==> src/rtl/demux_frame_router.sv <==
// rtl/demux_frame_router.sv - serialises WIDTH-bit words MSB-first onto i with s1/s0 routing for a 1-to-4 demux
module demux_frame_router #(
    parameter int WIDTH = 8,
    parameter int GAP   = 1
) (
    input  logic             clk,
    input  logic             rst,
    input  logic [WIDTH-1:0] din,
    input  logic [1:0]       dest,
    input  logic             in_valid,
    output logic             in_ready,
    output logic             i,
    output logic             s0,
    output logic             s1,
    output logic             bit_valid,
    output logic             frame_done,
    output logic             busy,
    output logic [7:0]       cnt0,
    output logic [7:0]       cnt1,
    output logic [7:0]       cnt2,
    output logic [7:0]       cnt3
);

    typedef enum logic [1:0] {
        ST_IDLE  = 2'd0,
        ST_SHIFT = 2'd1,
        ST_GAP   = 2'd2
    } state_t;

    localparam logic [4:0] LAST_BIT = 5'(WIDTH - 1);
    localparam logic [3:0] LAST_GAP = 4'((GAP > 0) ? GAP - 1 : 0);

    state_t           state_q, state_d;
    logic [WIDTH-1:0] shreg_q, shreg_d;
    logic [1:0]       sel_q, sel_d;
    logic [1:0]       s_q, s_d;
    logic [4:0]       bit_cnt_q, bit_cnt_d;
    logic [3:0]       gap_cnt_q, gap_cnt_d;
    logic             bit_valid_q, bit_valid_d;
    logic             frame_done_q, frame_done_d;
    logic [7:0]       cnt_q [4];
    logic [7:0]       cnt_d [4];
    logic             accept;

    assign in_ready = (state_q == ST_IDLE) & ~rst;
    assign accept   = in_valid & in_ready;

    always_comb begin
        state_d      = state_q;
        shreg_d      = shreg_q;
        sel_d        = sel_q;
        s_d          = s_q;
        bit_cnt_d    = bit_cnt_q;
        gap_cnt_d    = gap_cnt_q;
        bit_valid_d  = bit_valid_q;
        frame_done_d = frame_done_q;
        cnt_d        = cnt_q;

        case (state_q)
            ST_IDLE: begin
                bit_valid_d  = 1'b0;
                frame_done_d = 1'b0;
                shreg_d      = '0;
                if (accept) begin
                    shreg_d     = din;
                    sel_d       = dest;
                    s_d         = dest;
                    bit_cnt_d   = '0;
                    bit_valid_d = 1'b1;
                    state_d     = ST_SHIFT;
                end
            end
            ST_SHIFT: begin
                if (bit_cnt_q == LAST_BIT) begin
                    cnt_d[sel_q] = cnt_q[sel_q] + 8'd1;
                    shreg_d      = '0;
                    bit_valid_d  = 1'b0;
                    frame_done_d = 1'b0;
                    gap_cnt_d    = '0;
                    state_d      = (GAP > 0) ? ST_GAP : ST_IDLE;
                end else begin
                    // i is the shift register MSB, so shifting presents the next bit
                    shreg_d      = {shreg_q[WIDTH-2:0], 1'b0};
                    bit_cnt_d    = bit_cnt_q + 5'd1;
                    frame_done_d = (bit_cnt_q + 5'd1) == LAST_BIT;
                end
            end
            ST_GAP: begin
                s_d = sel_q;
                if (gap_cnt_q == LAST_GAP) begin
                    state_d = ST_IDLE;
                end else begin
                    gap_cnt_d = gap_cnt_q + 4'd1;
                end
            end
            default: begin
                state_d     = ST_IDLE;
                shreg_d     = '0;
                bit_valid_d = 1'b0;
            end
        endcase
    end

    always_ff @(posedge clk) begin
        if (rst) begin
            state_q      <= ST_IDLE;
            shreg_q      <= '0;
            sel_q        <= '0;
            s_q          <= '0;
            bit_cnt_q    <= '0;
            gap_cnt_q    <= '0;
            bit_valid_q  <= 1'b0;
            frame_done_q <= 1'b0;
            for (int k = 0; k < 4; k++) begin
                cnt_q[k] <= '0;
            end
        end else begin
            state_q      <= state_d;
            shreg_q      <= shreg_d;
            sel_q        <= sel_d;
            s_q          <= s_d;
            bit_cnt_q    <= bit_cnt_d;
            gap_cnt_q    <= gap_cnt_d;
            bit_valid_q  <= bit_valid_d;
            frame_done_q <= frame_done_d;
            for (int k = 0; k < 4; k++) begin
                cnt_q[k] <= cnt_d[k];
            end
        end
    end

    assign i          = shreg_q[WIDTH-1];
    assign s0         = s_q[0];
    assign s1         = s_q[1];
    assign bit_valid  = bit_valid_q;
    assign frame_done = frame_done_q;
    assign busy       = (state_q != ST_IDLE);
    assign cnt0       = cnt_q[0];
    assign cnt1       = cnt_q[1];
    assign cnt2       = cnt_q[2];
    assign cnt3       = cnt_q[3];

endmodule

==> config.mk <==
export PLATFORM = sky130hd
export DESIGN_NAME = demux_frame_router
export DESIGN_NICKNAME = d
export VERILOG_FILES = /design/src/rtl/demux_frame_router.sv
export SDC_FILE = /design/constraint.sdc
export NUM_CORES = 1
export LEC_CHECK = 0
export ABC_AREA = 0
export BUFFER_PORTS_ARGS = -buffer_cell sky130_fd_sc_hd__buf_4
export CAP_MARGIN = 20
export CORE_UTILIZATION = 35
export DETAILED_ROUTE_END_ITERATION = 8
export PLACE_DENSITY = 0.53
export SLEW_MARGIN = 20
export SYNTH_ARGS = -nofsm -noshare
export SYNTH_HDL_FRONTEND = slang
export SYNTH_SLANG_ARGS = --single-unit
==> constraint.sdc <==
create_clock -name clk -period 2.5 [get_ports clk]
set_input_delay 0.25 -clock clk [delete_from_list [all_inputs] [get_ports clk]]
set_output_delay 0.25 -clock clk [all_outputs]
set_load 0.01 [all_outputs]
==> results.cfg <==
[run_status]
outcome = finished clean

[logic_synthesis]
syn_area_mm2 = 0.00267
synth_warnings = 0
yosys.area.top_type = dfxtp_1
ys_seq_area_share_pct = 42.7
synthCells = 278
avgSynthCellArea_um2 = 9.61
yosys-top-cells-area = dfxtp_1, a211oi_1, mux4_2
ys_ff_latch = 57
synth-xor-area-share_pct = 2.29
synth_top_family_by_area = simple AND/OR/NAND/NOR gates
synth_nets = 296
synthAdderAreaFrac_pct = 2.34
synth_enable_flop_cells = 0
synth-simple-area-share_pct = 22.6
synth_commonest_cells = dfxtp_1, nor2_1, a211oi_1
yosysMostFrequentCell = dfxtp_1
synth_compound_area_share_pct = 18.4
synth_top_area_share_pct = 42.7
synth_cell_types = 47
ys.flop_type = dfxtp_1
synthArstFlopShare_pct = 0
synthMuxAreaShare_pct = 7.63

[clocking]
clk_pin_slew_worst_paths_ns = 0.07
cts.sinks = 57
tritoncts = built
postCtsHoldBufs = 0
cts_resized = 0
clockRootBuffer = clkbuf_8
clkLatencyLatePin_ns = 0.34
clockBufferDepth = 2
postCtsSetupRepairBufs = 0
htree_levels = 3
cts_made_buffers = 9

[place]
gp_congestion = 0.755
placedCellCount = 425
io_buffers = 51
dpl-instance-area_mm2 = 0.00322
dp_hpwl_um = 4800

[detailed_routing]
drt-vias-per-instance = 5.22
dr.max_layer_used = met4
drt_first_pass_iters = 5
wl_per_cell_um = 15.1
wl_met3_um = 277
ant_nets = 0
drt_wl_total_um = 6650
vias = 2304
wl_met1_um = 3200
drt_iter0_markers = 146
dr_wl_met2_um = 3080
drc = 0

[sta]
worst_slew_pin_slew_ns = 0.542
totalNegativeSetupSlack_ns = 0
drv_slew = 0
maxSlewHeadroom_pct = 63.5
setup_violations = 0
min_period_over_period_pct = 84.9
rsz0062_at_grt = false
min_period_ns = 2.12
finalHoldViolations = 0
max_freq_mhz = 471
skew_ns = 0.00885

[job]
cap_violations = 0

[global_route]
grt_first_pass_wirelength_um = 10800
gr-total-overflow = 0
grt_max_degree = 32
antenna_found_initial = 0
grt.total_usage_pct = 18.4
first_global_vias = 2137

[die]
die_h_um = 89.4
die_area_mm2 = 0.00799
num_io_pins = 52
rows = 31
core_mm2 = 0.00733
die_w_um = 89.4
start_util_pct = 36.5

[setup_path]
critPathMaxFanout = 6
cp-end-kind = flop
critPathKind = reg -> reg
cp.arrival_ns = 2.37
cp.required_ns = 2.75
cp-start-kind = flop

[pwr]
p_per_area_mw_per_mm2 = 531
p_leak_uw = 0.00130
total_power_uw = 1800
peakVddDrop_mv = 0.345

[finish]
layout.cells.non_filler = 441
finalInstanceArea_mm2 = 0.00339
areaGrowthSynthToFinish_pct = 26.8
n_fill_cell = 711
drive_gt1_share_pct = 28.7
diodes = 0
nets = 355

[worst_hold_path]
min_path_type = in -> reg
[cells in the final DEF (no fill, tap or decap), types with 3 or more instances in the layout]
cell type,n
a21oi_1,12
mux4_2,7
buf_4,67
dfxtp_1,57
nand3_1,10
nand2_1,16
xor2_1,5
nor3_1,9
nor2_1,40
o21ai_0,4
a222oi_1,7
a311oi_1,3
inv_1,5
clkinv_2,3
ha_1,5
o21bai_1,8
a31oi_1,5
a211oi_1,21
clkbuf_8,11
and4_1,8
[cells by family (layout without fill, tap and decap cells)]
family | after synthesis | count (layout)
simple gates | 108 | 108
compound gates | 67 | 67
flops | 57 | 57
buf+inv | 24 | 88
mux | 10 | 10
xor+xnor | 7 | 7
fa+ha+maj | 5 | 5
[metrics by stage]
stage                     worst slack [ns]  hold slack [ns]  utilization (%)
after floorplan                      0.600            0.398                -
after global placement               0.458            0.452             43.9
after detailed placement             0.372            0.449             43.9
after CTS                            0.372            0.138             46.2
after global routing                 0.241            0.173             46.2
final                                0.378            0.147             46.2
[path summary, 6_finish.rpt]
path / to / depth (start not counted) / startpoint / slack, ns
max: cnt1[6] / 5 / sel_q[0] / 0.38
min: shreg_q[0] / 3 / din[0] / 0.15
max reg2reg: cnt1[6] / 5 / sel_q[0] / 0.38
min reg2reg: frame_done / 2 / frame_done / 0.46
[worst max-delay path: stages (launching register included)]
cell and delay (ns):
dfxtp_1 0.53, mux4_2 0.64, ha_1 0.27, inv_1 0.08, o21ai_0 0.22, a311oi_1 0.29
[final cells by class]
class	count	area, um2	share of cell area (%)
Sequential cell	57	1140	33.7
Inverter	5	18.8	0.554
Clock buffer	13	159	4.69
Multi-Input combinational cell	197	1430	42.2
Clock inverter	3	15.0	0.443
Timing Repair Buffer	67	503	14.8
Tap cell	99	124	3.65
[state kept, by name (all words and copies together), names as in the netlist]
name / count
gap_cnt_q: 4
state_q: 2
cnt3: 8
cnt2: 8
bit_valid: 1
bit_cnt_q: 5
frame_done: 1
sel_q: 2
shreg_q: 8
cnt0: 8
s_q: 2
cnt1: 8
[metal layers]
layer / GRT usage [%] / vias to the layer above
met5: 0 / -
met4: 6.93 / 0
met3: 4.99 / 9
met2: 29.1 / 52
met1: 24.0 / 1075
li1: - / 1168
[report_power, final]
part | switching [uW] | total [uW] | internal [uW]
clock network | 356 | 765 | 409
registers | 11.7 | 931 | 919
logic | 56.6 | 105 | 48.6
total | 424 | 1800 | 1380
Note: power is estimated with default switching activity, not from simulation.
